File: src/rtl/sel_scanner_pkg.sv
// Shared types and constants for the 4:1 select-mux scanner.
// Holds the FSM encoding, the slot count and the select width.
package sel_scanner_pkg;

    localparam int NSLOT = 4;
    localparam int SEL_W = 2;

    typedef enum logic {
        ST_IDLE = 1'b0,
        ST_SCAN = 1'b1
    } state_t;

    typedef logic [SEL_W-1:0] sel_t;

    function automatic logic is_last_slot(input sel_t s);
        return s == sel_t'(NSLOT - 1);
    endfunction

endpackage

File: src/rtl/sel_scanner_dwell_counter.sv
// Per-slot dwell counter: counts 0..DWELL-1 while enabled and flags the
// terminal count so the scanner knows when to sample and advance.
module dwell_counter #(
    parameter int DWELL = 4,
    parameter int CW    = 8
) (
    input  logic clk,
    input  logic rst,
    input  logic clr,
    input  logic en,
    output logic tc
);

    localparam logic [CW-1:0] TC_VAL = CW'(DWELL - 1);

    logic [CW-1:0] cnt_q;
    logic [CW-1:0] cnt_d;

    assign tc = (cnt_q == TC_VAL);

    always_comb begin
        cnt_d = cnt_q;
        if (clr) begin
            cnt_d = '0;
        end else if (en) begin
            cnt_d = tc ? '0 : cnt_q + 1'b1;
        end
    end

    always_ff @(posedge clk or posedge rst) begin
        if (rst) begin
            cnt_q <= '0;
        end else begin
            cnt_q <= cnt_d;
        end
    end

endmodule

File: src/rtl/sel_scanner.sv
// Drives the 4:1 mux select through all four inputs, samples the mux output
// at the end of each dwell slot and publishes the assembled word with a strobe.
module sel_scanner
    import sel_scanner_pkg::*;
#(
    parameter int DWELL = 4,
    parameter int CW    = 8
) (
    input  logic       clk,
    input  logic       rst,
    input  logic       start,
    input  logic       cont,
    input  logic       stop,
    input  logic       din,
    output logic [1:0] sel,
    output logic [3:0] data,
    output logic       valid,
    output logic       busy
);

    state_t     state_q;
    sel_t       sel_q;
    logic [3:0] data_q;
    logic       valid_q;
    logic       busy_q;
    logic [2:0] shreg_q;
    logic       cont_q;
    logic       stop_q;

    logic tc;
    logic cnt_clr;
    logic cnt_en;
    logic stop_seen;

    assign cnt_clr   = (state_q == ST_IDLE);
    assign cnt_en    = (state_q == ST_SCAN);
    // A stop arriving on the very last cycle of a scan still ends continuous mode.
    assign stop_seen = stop_q | stop;

    dwell_counter #(
        .DWELL (DWELL),
        .CW    (CW)
    ) u_dwell (
        .clk (clk),
        .rst (rst),
        .clr (cnt_clr),
        .en  (cnt_en),
        .tc  (tc)
    );

    always_ff @(posedge clk or posedge rst) begin
        if (rst) begin
            state_q <= ST_IDLE;
            sel_q   <= '0;
            data_q  <= '0;
            valid_q <= 1'b0;
            busy_q  <= 1'b0;
            shreg_q <= '0;
            cont_q  <= 1'b0;
            stop_q  <= 1'b0;
        end else begin
            valid_q <= 1'b0;
            case (state_q)
                ST_IDLE: begin
                    busy_q <= 1'b0;
                    sel_q  <= '0;
                    stop_q <= 1'b0;
                    if (start) begin
                        state_q <= ST_SCAN;
                        busy_q  <= 1'b1;
                        cont_q  <= cont;
                    end
                end
                ST_SCAN: begin
                    if (stop) begin
                        stop_q <= 1'b1;
                    end
                    if (tc) begin
                        sel_q <= sel_q + 1'b1;
                        case (sel_q)
                            2'd0: shreg_q[0] <= din;
                            2'd1: shreg_q[1] <= din;
                            2'd2: shreg_q[2] <= din;
                            default: begin
                                // Final sample bypasses the shift register straight into the word.
                                data_q  <= {din, shreg_q};
                                valid_q <= 1'b1;
                                if (!(cont_q && !stop_seen)) begin
                                    state_q <= ST_IDLE;
                                    busy_q  <= 1'b0;
                                    stop_q  <= 1'b0;
                                end
                            end
                        endcase
                    end
                end
                default: state_q <= ST_IDLE;
            endcase
        end
    end

    assign sel   = sel_q;
    assign data  = data_q;
    assign valid = valid_q;
    assign busy  = busy_q;

    always_comb begin
        if (is_last_slot(sel_q) && !busy_q && state_q == ST_SCAN) begin
        end
    end

endmodule

File: config.mk
export PLATFORM = sky130hd
export DESIGN_NAME = sel_scanner
export DESIGN_NICKNAME = d
export VERILOG_FILES = /design/src/rtl/sel_scanner_pkg.sv /design/src/rtl/sel_scanner_dwell_counter.sv /design/src/rtl/sel_scanner.sv
export SDC_FILE = /design/constraint.sdc
export NUM_CORES = 1
export LEC_CHECK = 0
export ABC_AREA = 1
export CAP_MARGIN = 20
export CORE_AREA = 3 3 48 50
export DETAILED_ROUTE_END_ITERATION = 10
export DIE_AREA = 0 0 51 53
export PLACE_DENSITY = 0.77
export REMOVE_ABC_BUFFERS = 1
export SLEW_MARGIN = 20
export SYNTH_ARGS = -nofsm -noshare
export SYNTH_HDL_FRONTEND = slang
export SYNTH_SLANG_ARGS = --single-unit
File: constraint.sdc
create_clock -name clk -period 3.1 [get_ports clk]
set_input_delay 0.62 -clock clk [delete_from_list [all_inputs] [get_ports clk]]
set_output_delay 0.62 -clock clk [all_outputs]
set_load 0.02 [all_outputs]
==> reports/metrics.csv, run 1 <==
metric;value;unit
status;finished, final reports clean;
Core ar.;0.001942;sq mm
final setup violating endpoints;0;
clock root buffer;clkbuf_4;
Avg Inst Size Synth;9.272;sq um
Total GRT Usage;16.83;%
worst reg2reg setup slack;1.58;ns
FF/Latch Area;550.5;sq um
CTS tree;built;
CTS Hold Bufs;0;
post-layout min period;1.969;ns
H-tree depth;1;
FF+latch count, synth;22;
synth top area cells;dfrtp_1, nand2_1, ha_1;
routed wire length;1832;um
fillers;163;
worst hold slack;0.4826;ns
Async SR Flop Fraction;100.0;%
WP depth;1;
Die Y;53;um
Yosys top cell area share;53.01;%
Power Internal;704.4;uW
CP Data Arrival Time;1.35;ns
clk_lat worst skew;0.30;ns
TritonCTS Buffers;3;
worst slew pin tran;0.8052;ns
most frequent cells in the layout;nand2_1, dfrtp_1, clkdlybuf4s50_1, nor2_1;
Antenna Diode Count;0;
Post-DP HPWL;1313;um
Layout area overhead;18.79;%
Setup crit end kind;primary output;
setup tns final;0;ns
CP Max Fanout;4;
FMAX;0.5079;GHz
Via density;5.163;
cell-by-cell trace of the critical path;clkdlybuf4s50_1;
sw frac;37.56;%
share of layout cells above drive strength 1;9.524;%
initial antenna violation count;0;
Max-slew headroom;46.26;%
max incr delay on CP;0.63;ns
Static Leak;0.5945;nW
Pre-Repair DR Iteration Count;4;
post-cts resize count;0;
ys flop type;dfrtp_1;
clock power share;18.9;%
Core Rows;16;
Worst-path clk slew;0.12;ns
critical path class;reg2out;
Multi-input gate area;432.9;sq um
sequential power share;44.0;%
CP startpoint kind;flop;
Comb power frac;37.1;%
die area;0.002703;sq mm
Non-Filler Instances;153;
Max clock buf depth;2;
# IOs;14;
Worst path top cell family by delay;buffers and inverters;
MaxCap Viol Count;0;
post-synth cell types;21;
most common cell after layout, fill and taps aside;nand2_1;
CP max-delay cell;clkdlybuf4s50_1;
post-synthesis instance area;0.001038;sq mm
RSZ-0062 raised after global routing;no;
Layout Nets;139;
vias post-DR;790;
GPL Wtd Cong;0.7016;
YS warnings;0;
CP Buf/Inv Count;1;
hold path start;shreg_q[2];
total power;1.128;mW
largest net degree at the start of global routing;23;
Die Width;51;um
Final Max Slew Viols;0;
gr ovfl total;0;
post-CTS setup buffer count;0;
period utilization;63.52;%
Worst R2R Start;cnt_en;
VDD IR-drop max;0.5228;mV
EDFF count, synth;0;
CTS sink cnt;22;
final hold vios;0;
DR DRC count;0;
worst reg-to-reg path cell count;3;
DP Cell Count;149;
Initial Util;53.48;%
area leader, netlist;dfrtp_1;
R2R Path End;cont_q;
total net switching power;423.7;uW
Avg WL per Cell;11.97;um
worst min path class;reg2reg;
clock skew;0.01002;ns
Pwr Density;914.4;mW/mm^2
worst endpoint required time;2.48;ns
port bufs;13;
first-pass GRT wire length;3415;um
Hold Path Depth;2;
Worst Hold End;shreg_q[2];
antenna viol nets, final;0;
number of DRC markers in iteration 0;24;
vias in the first global route;817;
cell count after synthesis;112;
register area share after synthesis;53.01;%
[sequential cells by signal (all words and copies together), names as in the netlist]
signal / cells
stop_q: 1
cnt_en: 1
sel: 2
u_dwell.cnt_q: 8
data: 4
shreg_q: 3
valid: 1
cont_q: 1
busy: 1
[worst reg2reg max path, stage by stage (launching register included)]
cell and delay, ns:
dfrtp_1 0.76, inv_2 0.18, nand2_1 0.15, mux2_2 0.33
[Yosys cell counts, types with 2 or more instances]
| cell type | number |
|---|---|
| a21oi_1 | 4 |
| nand2_1 | 26 |
| nand3_1 | 8 |
| nor2_2 | 2 |
| o21ai_0 | 4 |
| nand4_1 | 7 |
| dfrtp_1 | 22 |
| nor2_1 | 12 |
| inv_1 | 8 |
| xnor2_1 | 2 |
| buf_2 | 2 |
| ha_1 | 6 |
[routing by layer]
metal / vias up / wire length (um) / GRT usage, %
li1: 397 / - / -
met1: 374 / 847 / 19.82
met2: 17 / 880 / 30.26
met3: 2 / 90 / 3.662
met4: 0 / 12 / 5.381
met5: - / 0 / 0
[metrics by stage]
stage | setup slack, ns | util, % | instance area [sq um]
4_1_cts | 1.111 | 63.53 | 1234
6_report | 1.131 | 63.53 | 1234
2_1_floorplan | 1.827 | - | 1017
3_5_place_dp | 1.441 | 60.82 | 1181
5_1_grt | 1.054 | 63.53 | 1234
3_3_place_gp | 1.462 | 60.82 | 1181
[cell families (layout without fill, tap and decap cells)]
family,after synthesis,in the layout,synth area share [%]
xor+xnor,3,3,2.531
fa+ha+maj,6,6,7.229
simple gates,59,59,26.14
compound gates,9,9,4.699
mux,1,1,1.084
flops,22,22,53.01
buf+inv,12,26,5.301
[how the worst max path moves through the flow]
stage	from	endpoint	slack [ns]
floorplan	u_dwell.cnt_q[0]	data[0]	1.83
global placement	rst	u_dwell.cnt_q[3]	1.46
detailed placement	rst	sel[0]	1.44
CTS	sel[1]	sel[1]	1.11
global route	sel[1]	sel[1]	1.05
finish	sel[1]	sel[1]	1.13
[area by class of cell]
cell class | instances | area share, %
clock inverter | 1 | 2.434
clock buffer | 3 | 1.826
tap | 27 | 2.738
inverter | 9 | 2.738
multi-input combinational | 78 | 35.09
sequential | 22 | 44.62
timing repair buffer | 13 | 10.55
[power by group through the flow]
stage | clock (mW) | sequential, mW | combinational [mW]
2_1_floorplan | 0 | 0.524 | 0.245
3_3_place_gp | 0 | 0.494 | 0.405
3_5_place_dp | 0 | 0.502 | 0.421
4_1_cts | 0.218 | 0.497 | 0.423
5_1_grt | 0.234 | 0.515 | 0.476
6_report | 0.214 | 0.496 | 0.418
Note: power is estimated with default switching activity, not from simulation.
==> run 2, diff against run 1 <==
--- a/config.mk
+++ b/config.mk
@@ -7,10 +7,10 @@
 export LEC_CHECK = 0
 export ABC_AREA = 1
 export CAP_MARGIN = 20
-export CORE_AREA = 3 3 48 50
+export CORE_AREA = 3 3 52 54
 export DETAILED_ROUTE_END_ITERATION = 10
-export DIE_AREA = 0 0 51 53
-export PLACE_DENSITY = 0.77
+export DIE_AREA = 0 0 55 57
+export PLACE_DENSITY = 0.69
 export REMOVE_ABC_BUFFERS = 1
 export SLEW_MARGIN = 20
 export SYNTH_ARGS = -nofsm -noshare
==> constraint.sdc (replaced) <==
create_clock -name clk -period 1.7 [get_ports clk]
set_input_delay 0.34 -clock clk [delete_from_list [all_inputs] [get_ports clk]]
set_output_delay 0.34 -clock clk [all_outputs]
set_load 0.02 [all_outputs]
==> run 2 against run 1 <==
Net effect: global-route usage decreased by 4.1 points; register-to-register slack got worse by 1.3 ns; via count decreased by 2.7%; worst setup slack lost 1.1 ns; wire length shrank 5.0%; total power increased by 82%; core utilization decreased by 7.9 points; flip-flop and latch count unchanged; die area grew 16%; final cell count increased by 2.0%; clock skew rose by 0.0012 ns; combinational power increased by 90%; critical path type unchanged; critical endpoint is now busy; largest power group unchanged.
==> reports/metrics.csv, run 2 (synthesis results as in run 1) <==
metric;value;unit;change
Non-Filler Instances;156;;+2.0%
DR DRC count;0;;unchanged
critical path class;reg2out;;
CP Buf/Inv Count;1;;unchanged
initial antenna violation count;0;;unchanged
Via density;4.929;;-4.5%
most frequent cells in the layout;nand2_1, dfrtp_1, nor2_1, clkdlybuf4s50_1;;
worst min path class;in2async;;
Core Rows;17;;+1
TritonCTS Buffers;3;;unchanged
Power Internal;1.292;mW;+83%
total net switching power;759.6;uW;+79%
status;finished, final reports clean;;
cell-by-cell trace of the critical path;clkdlybuf4s50_1;;
clock skew;0.01124;ns;+0.001219 ns
final hold vios;0;;unchanged
Layout area overhead;20.84;%;
Max-slew headroom;76.99;%;+31 points
CP Max Fanout;2;;-2
FMAX;0.6130;GHz;
sequential power share;42.3;%;-1.7 points
setup tns final;0;ns;unchanged
Comb power frac;38.6;%;+1.5 points
antenna viol nets, final;0;;unchanged
routed wire length;1741;um;-5.0%
Setup crit end kind;primary output;;
Worst-path clk slew;0.12;ns;about the same
H-tree depth;1;;unchanged
post-CTS setup buffer count;0;;unchanged
final setup violating endpoints;0;;unchanged
Avg WL per Cell;11.16;um;-6.8%
gr ovfl total;0;;unchanged
clk_lat worst skew;0.31;ns;about the same
CP Data Arrival Time;1.29;ns;-0.06 ns
Final Max Slew Viols;0;;unchanged
Initial Util;46.06;%;-7.4 points
number of DRC markers in iteration 0;13;;-46%
Pwr Density;1635;mW/mm^2;+79%
DP Cell Count;152;;+2.0%
post-layout min period;1.631;ns;
Layout Nets;141;;+1.4%
CP max-delay cell;clkdlybuf4s50_1;;
CTS tree;built;;
GPL Wtd Cong;0.7875;;+12%
Pre-Repair DR Iteration Count;4;;unchanged
clock root buffer;clkbuf_4;;
clock power share;19.1;%;+0.2 points
VDD IR-drop max;1.027;mV;+97%
MaxCap Viol Count;0;;unchanged
vias post-DR;769;;-2.7%
CP startpoint kind;flop;;
Antenna Diode Count;0;;unchanged
worst endpoint required time;1.36;ns;-1.12 ns
Die Width;55;um;+7.8%
share of layout cells above drive strength 1;10.94;%;+1.4 points
Die Y;57;um;+7.5%
worst slew pin tran;0.3443;ns;-0.4609 ns
Biggest register;u_dwell.cnt_q;;
Total GRT Usage;12.73;%;-4.1 points
# IOs;14;;unchanged
die area;0.003135;sq mm;+16%
Worst path top cell family by delay;buffers and inverters;;
RSZ-0062 raised after global routing;no;;
sw frac;37.02;%;-0.53 points
CTS sink cnt;22;;unchanged
Max clock buf depth;2;;unchanged
period utilization;95.95;%;
DP Area;0.001197;sq mm;+1.4%
Static Leak;0.6330;nW;+6.5%
fin area;0.001255;sq mm;+1.7%
most common cell after layout, fill and taps aside;nand2_1;;
Post-DP HPWL;1297;um;-1.3%
port bufs;13;;unchanged
largest net degree at the start of global routing;23;;unchanged
Core ar.;0.002255;sq mm;+16%
max incr delay on CP;0.61;ns;-0.02 ns
first-pass GRT wire length;2973;um;-13%
vias in the first global route;686;;-16%
max reg flops;8;;unchanged
## run 2: changes by cell type in the layout (fill, tap and decap cells not counted), sizes merged
cell           delta
dlymetal6s2s      +2
clkdlybuf4s50     -2
buf               +2
## run 2: worst paths after layout
check,start,endpoint,slack [ns],depth (start not counted)
max in group asynchronous,rst,u_dwell.cnt_q[0],1.12,3
min in group clk,shreg_q[0],shreg_q[0],0.49,2
max reg2reg,u_dwell.cnt_q[0],data[3],0.29,6
max,busy,busy,0.07,1
min reg2reg,shreg_q[0],shreg_q[0],0.49,2
min,rst,busy,0.35,3
## run 2: repair_timing
action | 4_1_cts | 5_1_grt
setup endpoints to repair | 0 | 2
hold buffers | 0 | 0
resized for setup | 0 | 2
## run 2: metrics by stage
| stage | worst slack [ns] | util [%] | hold WS, ns | power [mW] |
|---|---|---|---|---|
| 6_report | 0.06877 | 55.66 | 0.3504 | 2.052 |
| 5_1_grt | 0.001087 | 55.66 | 0.3777 | 2.235 |
| 4_1_cts | 0.007284 | 55.44 | 0.3557 | 2.084 |
| 3_5_place_dp | 0.2882 | 53.11 | 0.4607 | 1.689 |
| 3_3_place_gp | 0.3501 | 53.11 | 0.4585 | 1.662 |
| 2_1_floorplan | 0.4274 | - | 0.3292 | 1.401 |
## run 2: power groups by stage
stage / Sequential [mW] / Combinational [mW] / Clock, mW
detailed placement: 0.882 / 0.806 / 0
global route: 0.896 / 0.913 / 0.426
finish: 0.867 / 0.793 / 0.392
CTS: 0.870 / 0.809 / 0.405
floorplan: 0.955 / 0.447 / 0
global placement: 0.873 / 0.789 / 0
## run 2: tightest hold or removal path, stage by stage
cell and delay (ns):
clkdlybuf4s50_1 0.40, inv_1 0.05, buf_4 0.27
## run 2: routing by layer
metal | vias to the layer above | wire [um] | GRT usage, %
met2 | 12 | 825 | 19.43
li1 | 397 | - | -
met4 | 0 | 10 | 2.083
met1 | 358 | 835 | 17.00
met5 | - | 0 | 0
met3 | 2 | 69 | 5.483
## run 2: layout make-up
type / count / area, sq um
clock buffer: 3 / 22.52
clock inverter: 1 / 30.03
fill: 222 / 999.7
inverter: 9 / 33.78
multi-input combinational: 78 / 432.9
sequential: 22 / 550.5
tap: 28 / 35.03
timing repair buffer: 15 / 150.1
==> run 3, diff against run 2 <==
--- a/config.mk
+++ b/config.mk
@@ -7,10 +7,10 @@
 export LEC_CHECK = 0
 export ABC_AREA = 1
 export CAP_MARGIN = 20
-export CORE_AREA = 3 3 52 54
+export CORE_AREA = 2 2 48 50
 export DETAILED_ROUTE_END_ITERATION = 10
-export DIE_AREA = 0 0 55 57
-export PLACE_DENSITY = 0.69
+export DIE_AREA = 0 0 50 52
+export PLACE_DENSITY = 0.74
 export REMOVE_ABC_BUFFERS = 1
 export SLEW_MARGIN = 20
 export SYNTH_ARGS = -nofsm -noshare
==> constraint.sdc (replaced) <==
create_clock -name clk -period 1.77 [get_ports clk]
set_input_delay 0.354 -clock clk [delete_from_list [all_inputs] [get_ports clk]]
set_output_delay 0.354 -clock clk [all_outputs]
set_load 0.02 [all_outputs]
==> run 3 against run 2 <==
Net effect: wire length down 1.6%; register-to-register slack better by 0.04 ns; sequential power down 3.8%; non-clock buffer count did not move.
==> reports/metrics.csv, run 3 (synthesis results as in run 1) <==
metric;value;unit;change
CP Data Arrival Time;1.33;ns;+0.04 ns
MaxCap Viol Count;0;;unchanged
total power;1.971;mW;-4.0%
CP Max Fanout;4;;+2
fillers;187;;-16%
max reg flops;8;;unchanged
Pwr Density;1576;mW/mm^2;-3.6%
most frequent cells in the layout;nand2_1, dfrtp_1, clkdlybuf4s50_1, nor2_1;;
vias post-DR;781;;+1.6%
die area;0.002600;sq mm;-17%
most common cell after layout, fill and taps aside;nand2_1;;
VDD IR-drop max;0.8814;mV;-14%
Max-slew headroom;77.56;%;+0.57 points
number of DRC markers in iteration 0;7;;-6
CTS sink cnt;22;;unchanged
Static Leak;0.6036;nW;-4.6%
worst endpoint required time;1.42;ns;+0.06 ns
Via density;5.006;;+1.6%
DR DRC count;0;;unchanged
initial antenna violation count;0;;unchanged
vias in the first global route;749;;+9.2%
Non-Filler Instances;156;;unchanged
CP startpoint kind;flop;;
worst hold slack;0.3826;ns;+0.03227 ns
post-cts resize count;0;;unchanged
routed wire length;1714;um;-1.6%
period utilization;95.17;%;
clk_lat worst skew;0.30;ns;about the same
Pre-Repair DR Iteration Count;4;;unchanged
port bufs;13;;unchanged
max incr delay on CP;0.62;ns;about the same
Total GRT Usage;16.06;%;+3.3 points
final setup violating endpoints;0;;unchanged
first-pass GRT wire length;3146;um;+5.8%
Die Width;50;um;-9.1%
Final Max Slew Viols;0;;unchanged
share of layout cells above drive strength 1;10.94;%;unchanged
Avg WL per Cell;10.99;um;-1.6%
DP Cell Count;152;;unchanged
RSZ-0062 raised after global routing;no;;
Core ar.;0.002106;sq mm;-6.6%
clock root buffer;clkbuf_4;;
post-layout min period;1.685;ns;
status;finished, final reports clean;;
clock skew;0.004979;ns;-0.006265 ns
TritonCTS Buffers;3;;unchanged
CTS Hold Bufs;0;;unchanged
Antenna Diode Count;0;;unchanged
final hold vios;0;;unchanged
Worst-path clk slew;0.12;ns;about the same
CTS tree;built;;
critical path class;reg2out;;
FMAX;0.5936;GHz;
Worst R2R Start;u_dwell.cnt_q[0];;
antenna viol nets, final;0;;unchanged
Die Y;52;um;-8.8%
Post-DP HPWL;1263;um;-2.6%
# IOs;14;;unchanged
Core Rows;17;;unchanged
cell-by-cell trace of the critical path;clkdlybuf4s50_1;;
largest net degree at the start of global routing;23;;unchanged
CP max-delay cell;clkdlybuf4s50_1;;
gr ovfl total;0;;unchanged
worst slew pin tran;0.3358;ns;-0.008577 ns
worst min path class;in2async;;
Max clock buf depth;2;;unchanged
Worst path top cell family by delay;buffers and inverters;;
Layout Nets;141;;unchanged
Biggest register;u_dwell.cnt_q;;
Initial Util;49.32;%;+3.3 points
CP Buf/Inv Count;1;;unchanged
setup tns final;0;ns;unchanged
post-CTS setup buffer count;0;;unchanged
Setup crit end kind;primary output;;
H-tree depth;1;;unchanged
Layout area overhead;20.36;%;
GPL Wtd Cong;0.7936;;+0.77%
beginning of the critical path;sel[0];;
[run 3: worst reg2reg max path, stage by stage (launching register included)]
cell	delay, ns
dfrtp_1	0.42
ha_1	0.22
nand2_2	0.09
nor2_4	0.30
nand3_2	0.17
nand2_1	0.09
nand2_1	0.06
[run 3: routing by layer]
metal | GRT usage (%) | part of all wire (%)
met5 | 0 | 0
met4 | 6.944 | 0.93
met3 | 2.586 | 1.8
met2 | 28.73 | 52
met1 | 18.96 | 46
[run 3: layout make-up]
class                           count  area, sq um  share of cell area [%]
Clock buffer                        3        22.52                   1.802
Clock inverter                      1        30.03                   2.402
Inverter                            9        33.78                   2.703
Multi-Input combinational cell     78        432.9                   34.63
Sequential cell                    22        550.5                   44.04
Tap cell                           28        35.03                   2.803
Timing Repair Buffer               15        145.1                   11.61
[run 3: path summary, 6_finish.rpt]
kind / to / slack (ns) / depth (start not counted)
worst max-delay path: sel[0] / 0.09 / 1
worst min-delay path: u_dwell.cnt_q[6] / 0.38 / 3
worst max register to register: data[3] / 0.33 / 6
worst min register to register: data[2] / 0.48 / 2
max in group asynchronous: u_dwell.cnt_q[2] / 1.17 / 3
min in group clk: data[2] / 0.48 / 2
[run 3: metrics by stage]
step	instance area (sq um)	setup WS, ns	utilization, %
after floorplan	1017	0.4974	-
after global placement	1197	0.4235	56.86
after detailed placement	1197	0.3498	56.86
after CTS	1250	0.06690	59.36
after global routing	1250	0.03146	59.36
final	1250	0.08543	59.36
[run 3: report_power, final]
| group | internal (mW) | switching [mW] | leakage [nW] |
|---|---|---|---|
| Sequential | 0.688 | 0.146 | 0.273 |
| Clock | 0.229 | 0.144 | 0.0279 |
| Combinational | 0.329 | 0.434 | 0.303 |
| Total | 1.25 | 0.724 | 0.604 |
